**src/rtl/mem_loader.sv**
```systemverilog
// mem_loader: host-side sequencer for the CPU's external memory ports.
// Streams a program into instruction memory and initial data into data
// memory, runs the CPU for a fixed number of cycles, then streams a block
// of data memory back out. Every output is driven straight from a register.
module mem_loader #(
   parameter int CNT_W     = 16,
   parameter int RUN_W     = 24,
   parameter int ADDR_STEP = 4
) (
   input  logic             clk,
   input  logic             arst_n,
   input  logic             start,
   input  logic [CNT_W-1:0] imem_words,
   input  logic [CNT_W-1:0] dmem_words,
   input  logic [RUN_W-1:0] run_cycles,
   input  logic [CNT_W-1:0] dump_words,
   input  logic             s_valid,
   output logic             s_ready,
   input  logic [31:0]      s_data,
   output logic             m_valid,
   input  logic             m_ready,
   output logic [31:0]      m_data,
   output logic [31:0]      addr_ext,
   output logic             wen_ext,
   output logic             ren_ext,
   output logic [31:0]      wdata_ext,
   output logic [31:0]      addr_ext_2,
   output logic             wen_ext_2,
   output logic             ren_ext_2,
   output logic [31:0]      wdata_ext_2,
   input  logic [31:0]      rdata_ext_2,
   output logic             cpu_enable,
   output logic             busy,
   output logic             done
);

   typedef enum logic [2:0] {
      IDLE, LOAD_I, LOAD_D, RUN, DUMP_RD, DUMP_WAIT, DUMP_OUT, FIN
   } state_t;

   localparam logic [31:0]      STEP = 32'(ADDR_STEP);
   localparam logic [CNT_W-1:0] ONE  = {{(CNT_W-1){1'b0}}, 1'b1};

   state_t           state_q, state_d, ns;
   logic [CNT_W-1:0] idx_q, idx_d;
   logic [CNT_W-1:0] imem_q, imem_d, dmem_q, dmem_d, dump_q, dump_d;
   logic [RUN_W-1:0] run_q, run_d, run_cnt_q, run_cnt_d;
   logic             s_ready_q, s_ready_d, m_valid_q, m_valid_d;
   logic [31:0]      m_data_q, m_data_d;
   logic [31:0]      addr_q, addr_d, wdata_q, wdata_d;
   logic [31:0]      addr2_q, addr2_d, wdata2_q, wdata2_d;
   logic             wen_q, wen_d, wen2_q, wen2_d, ren2_q, ren2_d;
   logic             en_q, en_d, busy_q, busy_d, done_q, done_d;
   logic             enter, allow_ren;

   // First phase after 'cur' whose count is non-zero; FIN when none remain.
   function automatic state_t next_phase(input state_t cur, input logic has_i,
                                         input logic has_d, input logic has_r,
                                         input logic has_u);
      state_t r;
      r = FIN;
      if (has_u && (cur inside {IDLE, LOAD_I, LOAD_D, RUN})) r = DUMP_RD;
      if (has_r && (cur inside {IDLE, LOAD_I, LOAD_D}))      r = RUN;
      if (has_d && (cur inside {IDLE, LOAD_I}))              r = LOAD_D;
      if (has_i && (cur == IDLE))                            r = LOAD_I;
      return r;
   endfunction

   function automatic logic [31:0] word_addr(input logic [CNT_W-1:0] i);
      return 32'(i) * STEP;
   endfunction

   // Next-state and next-output computation for the whole session sequencer.
   always_comb begin
      ns        = state_q;
      enter     = 1'b0;
      allow_ren = 1'b1;
      idx_d     = idx_q;
      imem_d    = imem_q;
      dmem_d    = dmem_q;
      run_d     = run_q;
      dump_d    = dump_q;
      run_cnt_d = run_cnt_q;
      s_ready_d = s_ready_q;
      m_valid_d = m_valid_q;
      m_data_d  = m_data_q;
      addr_d    = addr_q;
      wdata_d   = wdata_q;
      addr2_d   = addr2_q;
      wdata2_d  = wdata2_q;
      wen_d     = 1'b0;
      wen2_d    = 1'b0;
      ren2_d    = 1'b0;
      en_d      = 1'b0;
      done_d    = 1'b0;
      case (state_q)
         IDLE: begin
            if (start) begin
               imem_d = imem_words;
               dmem_d = dmem_words;
               run_d  = run_cycles;
               dump_d = dump_words;
               idx_d  = '0;
               ns     = next_phase(IDLE, |imem_words, |dmem_words,
                                   |run_cycles, |dump_words);
               enter  = 1'b1;
            end
         end
         LOAD_I: begin
            if (s_valid && s_ready_q) begin
               wen_d   = 1'b1;
               wdata_d = s_data;
               addr_d  = word_addr(idx_q);
               if (idx_q == imem_q - ONE) begin
                  idx_d = '0;
                  ns    = next_phase(LOAD_I, 1'b0, |dmem_q, |run_q, |dump_q);
                  enter = 1'b1;
               end else begin
                  idx_d = idx_q + ONE;
               end
            end
         end
         LOAD_D: begin
            // The final write pulse on the _2 port overlaps the next state's
            // first cycle, so a following read must wait one cycle.
            allow_ren = 1'b0;
            if (s_valid && s_ready_q) begin
               wen2_d   = 1'b1;
               wdata2_d = s_data;
               addr2_d  = word_addr(idx_q);
               if (idx_q == dmem_q - ONE) begin
                  idx_d = '0;
                  ns    = next_phase(LOAD_D, 1'b0, 1'b0, |run_q, |dump_q);
                  enter = 1'b1;
               end else begin
                  idx_d = idx_q + ONE;
               end
            end
         end
         RUN: begin
            if (run_cnt_q != run_q) begin
               en_d      = 1'b1;
               run_cnt_d = run_cnt_q + 1'b1;
            end else begin
               ns    = next_phase(RUN, 1'b0, 1'b0, 1'b0, |dump_q);
               enter = 1'b1;
            end
         end
         DUMP_RD: begin
            if (!ren2_q) begin
               ren2_d  = 1'b1;
               addr2_d = word_addr(idx_q);
            end else begin
               ns = DUMP_WAIT;
            end
         end
         DUMP_WAIT: begin
            m_data_d  = rdata_ext_2;
            m_valid_d = 1'b1;
            ns        = DUMP_OUT;
         end
         DUMP_OUT: begin
            if (m_ready) begin
               m_valid_d = 1'b0;
               if (idx_q == dump_q - ONE) begin
                  idx_d = '0;
                  ns    = FIN;
                  enter = 1'b1;
               end else begin
                  idx_d   = idx_q + ONE;
                  ns      = DUMP_RD;
                  ren2_d  = 1'b1;
                  addr2_d = word_addr(idx_q + ONE);
               end
            end
         end
         FIN: begin
            ns = IDLE;
         end
         default: ns = IDLE;
      endcase
      if (enter) begin
         s_ready_d = (ns inside {LOAD_I, LOAD_D});
         run_cnt_d = '0;
         if (ns == DUMP_RD && allow_ren) begin
            ren2_d  = 1'b1;
            addr2_d = '0;
         end
         if (ns == FIN) done_d = 1'b1;
      end
      state_d = ns;
      busy_d  = (ns != IDLE);
   end

   // State and output registers; reset aborts any session immediately.
   always_ff @(posedge clk or negedge arst_n) begin
      if (!arst_n) begin
         state_q   <= IDLE;
         idx_q     <= '0;
         imem_q    <= '0;
         dmem_q    <= '0;
         run_q     <= '0;
         dump_q    <= '0;
         run_cnt_q <= '0;
         s_ready_q <= 1'b0;
         m_valid_q <= 1'b0;
         m_data_q  <= '0;
         addr_q    <= '0;
         wdata_q   <= '0;
         addr2_q   <= '0;
         wdata2_q  <= '0;
         wen_q     <= 1'b0;
         wen2_q    <= 1'b0;
         ren2_q    <= 1'b0;
         en_q      <= 1'b0;
         busy_q    <= 1'b0;
         done_q    <= 1'b0;
      end else begin
         state_q   <= state_d;
         idx_q     <= idx_d;
         imem_q    <= imem_d;
         dmem_q    <= dmem_d;
         run_q     <= run_d;
         dump_q    <= dump_d;
         run_cnt_q <= run_cnt_d;
         s_ready_q <= s_ready_d;
         m_valid_q <= m_valid_d;
         m_data_q  <= m_data_d;
         addr_q    <= addr_d;
         wdata_q   <= wdata_d;
         addr2_q   <= addr2_d;
         wdata2_q  <= wdata2_d;
         wen_q     <= wen_d;
         wen2_q    <= wen2_d;
         ren2_q    <= ren2_d;
         en_q      <= en_d;
         busy_q    <= busy_d;
         done_q    <= done_d;
      end
   end

   assign s_ready     = s_ready_q;
   assign m_valid     = m_valid_q;
   assign m_data      = m_data_q;
   assign addr_ext    = addr_q;
   assign wen_ext     = wen_q;
   assign ren_ext     = 1'b0;
   assign wdata_ext   = wdata_q;
   assign addr_ext_2  = addr2_q;
   assign wen_ext_2   = wen2_q;
   assign ren_ext_2   = ren2_q;
   assign wdata_ext_2 = wdata2_q;
   assign cpu_enable  = en_q;
   assign busy        = busy_q;
   assign done        = done_q;

endmodule

```
**config.mk**
```make
export PLATFORM = sky130hd
export DESIGN_NAME = mem_loader
export DESIGN_NICKNAME = d
export VERILOG_FILES = /design/src/rtl/mem_loader.sv
export SDC_FILE = /design/constraint.sdc
export NUM_CORES = 1
export LEC_CHECK = 0
export ABC_CLOCK_PERIOD_IN_PS = 3300
export CELL_PAD_IN_SITES_DETAIL_PLACEMENT = 2
export CELL_PAD_IN_SITES_GLOBAL_PLACEMENT = 2
export CORE_MARGIN = 8
export CORE_UTILIZATION = 28
export DETAILED_ROUTE_END_ITERATION = 16
export HOLD_SLACK_MARGIN = 0.05
export PLACE_DENSITY = 0.81
export SYNTH_ARGS = -nofsm -noshare
export SYNTH_HDL_FRONTEND = slang
export SYNTH_SLANG_ARGS = --single-unit
```
**constraint.sdc**
```tcl
create_clock -name clk -period 3.3 [get_ports clk]
set_clock_uncertainty 0.1 [all_clocks]
set_input_delay 0.66 -clock clk [delete_from_list [all_inputs] [get_ports clk]]
set_output_delay 0.66 -clock clk [all_outputs]
set_load 0.02 [all_outputs]
```
After elaboration in Yosys (flattened, before gate mapping)

Index checks and enable logic that the tools add are counted.
W data, S select, Z words.

Eq/ne operators: 19
Reductions and logical operators: 22
$add $sub $neg: 5
Muxes and demuxes: 60

Operator list:

| kind                    | count |
|---|---|
| $mux W32                | 6 |
| $mux W16                | 7 |
| $pmux W32 S3            | 1 |
| $reduce_or A16 Y1       | 5 |
| $mux W24                | 3 |
| $pmux W16 S4            | 1 |
| $eq A16 B16 Y1          | 3 |
| $reduce_or A24 Y1       | 2 |
| $sub A16 B1 Y16 const B | 3 |
| $mux W3                 | 13 |
| $add A24 B1 Y24 const B | 1 |
| $ne A24 B24 Y1          | 1 |
| $pmux W3 S8             | 1 |
| $mux W1                 | 22 |
| $eq A3 B3 Y1 const B    | 6 |
| $add A16 B1 Y16 const B | 1 |
| $reduce_and A2 Y1       | 5 |
| $eq A3 B2 Y1 const B    | 3 |
| $ne A2 B2 Y1 const B    | 4 |
| $reduce_bool A2 Y1      | 4 |
| $eq A3 B1 Y1 const B    | 2 |
| $mux W2                 | 3 |
| $pmux W1 S5             | 1 |
| $reduce_and A5 Y1       | 1 |
| other kinds (5)         | 7 |

Word-level logic and storage cells: 126
Register bits: 267
Output and inout bits: 169

Longest topological paths before layout

Gate-level depths: netlist of the first run.

Depth after elaboration: 11
Mapped depth: 14

Worst setup path before layout of the first run

Ideal clock, no wire load.

Path type: register -> register
Start point: reg imem_q[3]
End point: reg addr2_q[3], in the netlist addr_ext_2[3]
Setup time: 128 ps
Cell stages (with the launch flop): 15
Period minus slack after synthesis: 3150 ps
Data required time: 3072 ps
Path buffers: 5
Setup slack: 150 ps
Arrival: 2922 ps
Path through: dfrtp_1 buf_6 or4_1 buf_2 o2bb2a_4 a31o_1 a221oi_1 and4_4 a21o_1 a21o_1 buf_4 nor4bb_2 buf_4 buf_6 nor2_1

Cells in the longest elaborated chain, start to end: 9
Elaborated cells between the ends (all ways): 12

RTL lines:

| item                   | RTL line | text |
|---|---|---|
| from (decl)            | 46       | `logic [CNT_W-1:0] imem_q, imem_d, dmem_q, dmem_d, dump_q, dump_d;` |
| from (signal assigned) | 221      | `imem_q <= imem_d;` |
| $sub A16 B1 Y16 (*)    | 114      | `if (idx_q == imem_q - ONE) begin` |
| $eq A16 B16 Y1 (*)     | 114      |  |
| $mux W3                | 114      |  |
| $mux W3                | 110      | `if (s_valid && s_ready_q) begin` |
| $pmux W3 S8            | 96       | `case (state_q)` |
| $eq A3 B3 Y1           | 185      | `if (ns == DUMP_RD && allow_ren) begin` |
| $logic_and A1 B1 Y1    | 185      |  |
| $mux W32               | 185      |  |
| $mux W32 (*)           | 182      | `if (enter) begin` |
| via addr2_d[3]         | 51       | `logic [31:0] addr2_q, addr2_d, wdata2_q, wdata2_d;` |
| to (signal assigned)   | 231      | `addr2_q <= addr2_d;` |
| to (decl)              | 51       |  |

Mark *: on every way through the listed nets, which the timed path passes. The rest lies on a longest branch.
A chain may end at the register's enable or synchronous reset.

Worst setup path in the final report of the first run

Start point: reg imem_q[0]
End point: reg addr2_q[11], in the netlist addr_ext_2[11]

Same word-level chain as after synthesis.

==> results of run 1 <==
[metrics by stage]
step / util (%) / std cells / setup TNS [ps] / hold slack, ps
after floorplan: - / 1339 / 0 / 264
after global placement: 38.0 / 2291 / -12260 / 365
after detailed placement: 38.0 / 2291 / -23040 / 382
after CTS: 40.8 / 2352 / -42.6 / 401
after global routing: 41.3 / 2354 / -6000 / 423
final: 41.3 / 2354 / -2010 / 395
[synthesized netlist by cell type, drive strengths merged (9+ instances only)]
cell	number	share of area, %
dfrtp	267	50
nand2	254	7.2
mux2	115	9.8
nor2	92	2.8
xnor2	72	4.8
o21ai	59	2.2
clkbuf	55	1.6
nor4	40	1.9
buf	37	2.0
xor2	33	2.2
nor3	32	1.2
nand4	27	1.3
a21oi	24	0.91
inv	21	0.59
nand3	21	0.79
a22o	15	0.99
and3	14	0.66
a22oi	13	0.74
nor2b	12	0.57
or3	10	0.47
a31oi	9	0.42
[state kept, by name (all words and copies together), names as in the netlist, 24 cells and up]
register     flops
addr_ext_2      32
m_data          32
run_cnt_q       24
run_q           24
wdata_ext       32
wdata_ext_2     32
[layout make-up]
type | count | share of cell area [%]
flip-flops and latches | 267 | 34.7
multi-input cells | 959 | 33.2
repair buffers | 441 | 21.8
clock buffers | 51 | 5.33
well taps | 607 | 3.94
clock inverters | 8 | 0.572
inverters | 21 | 0.409
[worst max-delay path: stages (launching register included)]
cell,delay (ps)
dfrtp_1,400
or4_4,590
o2bb2a_4,240
a31o_1,190
a221oi_2,320
and4_4,290
buf_6,130
a31oi_4,80
nand2b_4,180
nor4bb_4,290
buf_6,220
clkbuf_16,200
a21oi_2,40
[power by group through the flow]
stage | combinational, mW | clock (mW) | sequential, mW
final | 5.29 | 3.83 | 4.83
after global placement | 4.90 | 0 | 4.77
after floorplan | 2.67 | 0 | 4.88
after CTS | 5.29 | 3.93 | 4.82
after global routing | 5.76 | 4.06 | 4.92
after detailed placement | 5.14 | 0 | 4.85
[routing by layer]
metal | global-route usage (%) | up-vias | wire, um
met2 | 37.3 | 233 | 30000
met5 | 0 | - | 27
met4 | 5.37 | 4 | 1040
li1 | - | 5347 | -
met3 | 4.68 | 61 | 2850
met1 | 22.3 | 6012 | 21100
[worst max path at each step]
stage	to	slack, ps
final	addr_ext_2[11]$_DFF_PN0_	-90
after detailed placement	addr_ext_2[8]$_DFF_PN0_	-640
after floorplan	addr_ext_2[3]$_DFF_PN0_	150
after global placement	addr_ext_2[3]$_DFF_PN0_	-360
after global routing	addr_ext_2[11]$_DFF_PN0_	-200
after CTS	addr_ext_2[5]$_DFF_PN0_	-10
[cell usage in the layout (no fill, tap or decap), types with 20 or more instances in the layout]
cell             netlist  final
nor2_1                82     71
xor2_1                33     33
nand3_1               21     20
nor4_1                39     34
nor3_1                31     29
mux2_2               115    115
clkdlybuf4s50_1        0    291
dfrtp_1              267    266
nand4_1               26     26
nand2_1              254    254
clkbuf_16              0     37
o21ai_0               58     51
xnor2_1               72     71
inv_1                 21     21
buf_4                 21    135
[cells by family (layout without fill, tap and decap cells)]
group / count (synthesis) / in the layout / share of synthesized area [%]
and+or+nand+nor: 550 / 550 / 19.7
other: 1 / 17 / 0.0283
DFF: 267 / 267 / 50.4
buffers and inverters: 113 / 521 / 4.16
AOI/OAI and AO/OA: 164 / 164 / 8.27
xor gates and xnor gates: 105 / 105 / 6.94
muxes: 118 / 118 / 10.0
adders and majority gates: 5 / 5 / 0.472
[timing repair]
action,CTS,global route
hold endpoints to repair,12,0
pin swaps,5,18
setup buffers,2,1
resized for setup,20,50
endpoints found under the setup margin,49,51
gates cloned,2,1
hold buffers,1,0
==> results.yml, run 1 <==
status:
  status: "complete, but fails checks"
  violations: "setup timing"
floorplanning:
  die_height_um: 234
  num_rows: 79
  die_x_um: 234
  io_pins: 310
  start_util_pct: 28.4
  die-area_sq_um: 54600
  core_area_sq_um: 46700
global_routing:
  grt_pass1_vias: 13600
  grt_antenna_before_repair: 2
  grt_pass1_wl_um: 84200
  grt_start_max_net_pins: 82
  overflow: 0
  track_usage_pct: 19.9
placement:
  placed_area_sq_um: 17700
  hpwl_um: 40500
  routabilityCongestion: 0.844
  dp_slack_ps: -638
  port_buffers: 292
power:
  power_frac_clock_pct: 27.5
  p_per_area_nw_per_um2: 724
  switchingPower_mw: 5.18
  p_total_mw: 13.9
  sw_frac_of_total_pct: 37.2
  sequentialPowerShare_pct: 34.6
  p_leak_nw: 8.36
  pwr-share-comb_pct: 37.9
  intPower_mw: 8.76
  ir_drop_mv: 0.481
layout:
  area.growth.synth_to_final_pct: 45.3
  fillers: 4936
  final_net_count: 1871
  seq_area_sq_um: 6680
  antenna_cells: 0
  fin_area_sq_um: 19300
  drive_gt1_share_pct: 22.3
  multi_input_area_sq_um: 6390
synth:
  yosysWarnings: 0
  syn_area_per_cell_sq_um: 10.0
  syn-cell-area_sq_um: 13300
  synth_edf_count: 0
  ys_types: 77
  synth_flop_cell: "dfrtp_1"
  synthArstFlopShare_pct: 100
  seq_area_frac_synth_pct: 50.4
  syn_inst: 1323
  synth-seq-cells: 267
critical_path:
  crit_arrival_ps: 3700
  r2r-start: "imem_q[0]$_DFFE_PN0P_"
  required_ps: 3610
  setup.worst_path.class: "reg2reg"
  crit_start: "imem_q[0]$_DFFE_PN0P_"
  reg2reg_to: "addr_ext_2[11]$_DFF_PN0_"
  worstPathMaxFanout: 8
  r2r.worst_path.cells: 12
  rrSetupSlack_ps: -90
  cp-start-kind: "register"
  endpoint_kind: "register"
clock_network:
  cts.reportedPaths.clkPinSlew_ps: 60
  clk_latency_ps: 540
  htreeDepth: 2
  clock_sinks: 267
  clockBufferDepth: 3
  cts_tree: "done"
  clockRootBuffer: "clkbuf_16"
  cts_made_buffers: 35
timing:
  rsz0062_at_grt: "true"
  hold_violations: 0
  fin_crit_ps: 3390
  final-setup-viol-count: 32
  setup_ws_ps: -87.2
  max_freq_mhz: 295
  min_period_over_period_pct: 103
  worst_pin_slew_ps: 937
  slew_viol_final: 0
  relSlewSlack_pct: 37.0
routing:
  dr.pass1.iters: 6
  wl_um: 55100
  routedWlPerCell_um: 23.4
  num_vias: 11700
  drc: 0
  via_per_inst: 4.95
  drt_iter0_markers: 453
  ant_nets: 0
hold_path:
  hold_path.class: "reg2reg"
  hold_end: "m_valid$_DFFE_PN0P_"
  hp-start: "m_valid$_DFFE_PN0P_"
  hold_path_depth: 2
flow_run:
  maxCapViolCount: 0
Power figures use the tool's default switching activity.
==> run 2, diff against run 1 <==
- CAP_MARGIN: not set -> 20
- CTS_CLUSTER_SIZE: not set -> 30
- PLACE_DENSITY: 0.81 -> not set
- PLACE_DENSITY_LB_ADDON: not set -> 0.12
==> results.yml, run 2 (synthesis gave the netlist of run 1 again) <==
status:
  status: "finished clean"
critical_path:
  required_ps: 3620
  endpoint_kind: "register"
  crit_buf_inv: 4
  reg2reg_to: "addr_ext_2[27]$_DFF_PN0_"
  cp_cell_sequence: "clkdlybuf4s50_1, nor4_1, buf_4, nand4_1, nor3_2, nand2_1, a22o_1, a31oi_4, o211ai_2, nor4bb_4, buf_6, clkbuf_16, nor2_2"
  cp-start-kind: "input port"
  r2r-start: "imem_q[6]$_DFFE_PN0P_"
  crit_arrival_ps: 3570
  critPathSlowestCell: "clkdlybuf4s50_1"
  rrSetupSlack_ps: 50
  cp_top_family: "simple AND/OR/NAND/NOR gates"
  max_stage_delay_ps: 430
  worstPathMaxFanout: 8
  setup.worst_path.class: "in2reg"
  r2r.worst_path.cells: 11
routing:
  num_vias: 11600
  drc: 0
  wl_um: 53400
  via_per_inst: 4.91
  dr.pass1.iters: 4
  routedWlPerCell_um: 22.6
  drt_iter0_markers: 418
  ant_nets: 0
clock_network:
  cts_tree: "done"
  clock_sinks: 267
  cts_made_buffers: 35
  cts.reportedPaths.clkPinSlew_ps: 50
  clockBufferDepth: 3
  htreeDepth: 2
  clockRootBuffer: "clkbuf_16"
  clk_latency_ps: 550
placement:
  routabilityCongestion: 0.779
  hpwl_um: 39400
  dp_slack_ps: -537
  port_buffers: 292
global_routing:
  grt_pass1_vias: 13300
  overflow: 0
  grt_antenna_before_repair: 2
  grt_start_max_net_pins: 82
  track_usage_pct: 19.2
  grt_pass1_wl_um: 81000
hold_path:
  hp-start: "m_valid$_DFFE_PN0P_"
  hold_end: "m_valid$_DFFE_PN0P_"
  hold_path.class: "reg2reg"
  hold_path_depth: 2
timing:
  min_period_over_period_pct: 98.4
  fin_crit_ps: 3250
  final-setup-viol-count: 0
  relSlewSlack_pct: 44.0
  fin_setup_tns_ps: 0
  setup_ws_ps: 54.1
  hold_violations: 0
  max_freq_mhz: 308
  rsz0062_at_grt: "true"
  worst_pin_slew_ps: 840
  slew_viol_final: 0
layout:
  area.growth.synth_to_final_pct: 46.4
  drive_gt1_share_pct: 22.8
  multi_input_area_sq_um: 6400
  final_net_count: 1873
  layout_commonest_cell: "clkdlybuf4s50_1"
  final_cell_mix: "clkdlybuf4s50_1 (291), dfrtp_1 (266), nand2_1 (254)"
  fillers: 4969
  seq_area_sq_um: 6680
flow_run:
  maxCapViolCount: 0
floorplanning:
  die_x_um: 234
  die_height_um: 234
  core_area_sq_um: 46700
  io_pins: 310
  start_util_pct: 28.4
  die-area_sq_um: 54600
  num_rows: 79
power:
  p_leak_nw: 8.46
  ir_drop_mv: 0.401
  p_per_area_nw_per_um2: 730
run 2: cell types whose count changed in the layout (fill, tap and decap cells not counted), moves of 3 or more:
| cell | previous run | this run |
|---|---|---|
| nor2_1 | 71 | 78 |
| clkinv_2 | 2 | 8 |
| nor2_4 | 10 | 5 |
| clkbuf_1 | 8 | 4 |
| buf_12 | 7 | 10 |
run 2: repair_timing:
item,CTS,global route
cloned,1,2
hold buffers,1,0
setup buffers,1,5
endpoints found under the hold margin,24,0
setup endpoints to repair,48,71
pin swaps,5,23
resized for setup,13,51
run 2: per-layer routing:
metal | global-route usage, % | up-vias | wire (um)
met4 | 6.51 | 2 | 1530
met3 | 3.72 | 85 | 2360
met1 | 22.3 | 5955 | 21100
met2 | 35.1 | 210 | 28400
met5 | 0 | - | 9
li1 | - | 5350 | -
run 2: stage by stage:
step / hold WS, ps / cells / total power [mW] / area, sq um / util (%)
after floorplan: 264 / 1339 / 7.55 / 13300 / -
after CTS: 392 / 2354 / 14.3 / 19100 / 40.9
after global placement: 366 / 2287 / 9.81 / 17700 / 38.0
after global routing: 420 / 2362 / 15.0 / 19400 / 41.6
after detailed placement: 379 / 2287 / 9.97 / 17700 / 38.0
final: 386 / 2363 / 14.2 / 19400 / 41.6
run 2: layout make-up:
class | count | share of cell area (%)
Clock inverter | 16 | 1.13
Clock buffer | 48 | 5.23
Antenna cell | 2 | 0.0258
Sequential cell | 267 | 34.4
Tap cell | 607 | 3.91
Multi-Input combinational cell | 959 | 33.0
Inverter | 21 | 0.406
Timing Repair Buffer | 443 | 21.9
run 2: worst max path at each step:
stage / from / to / slack [ps] / depth (start not counted)
after global routing: dmem_q[6]$_DFFE_PN0P_ / addr_ext_2[27]$_DFF_PN0_ / -80 / 13
after CTS: dump_q[7]$_DFFE_PN0P_ / addr_ext_2[18]$_DFF_PN0_ / 4 / 11
after detailed placement: run_cycles[13] / addr_ext_2[18]$_DFF_PN0_ / -540 / 12
after floorplan: imem_q[3]$_DFFE_PN0P_ / addr_ext_2[3]$_DFF_PN0_ / 150 / 14
final: run_cycles[13] / addr_ext_2[27]$_DFF_PN0_ / 50 / 13
after global placement: run_cycles[13] / addr_ext_2[19]$_DFF_PN0_ / -390 / 12
run 2: report_power, final:
part	internal [mW]	switching [mW]
logic	2.49	2.82
registers	4.00	0.794
clock network	2.49	1.57
total	8.98	5.18
run 2: tightest hold or removal path: stages, from the launching register on:
cell and delay [ps]:
dfrtp_1 340, nand2_1 50, nand2_1 60
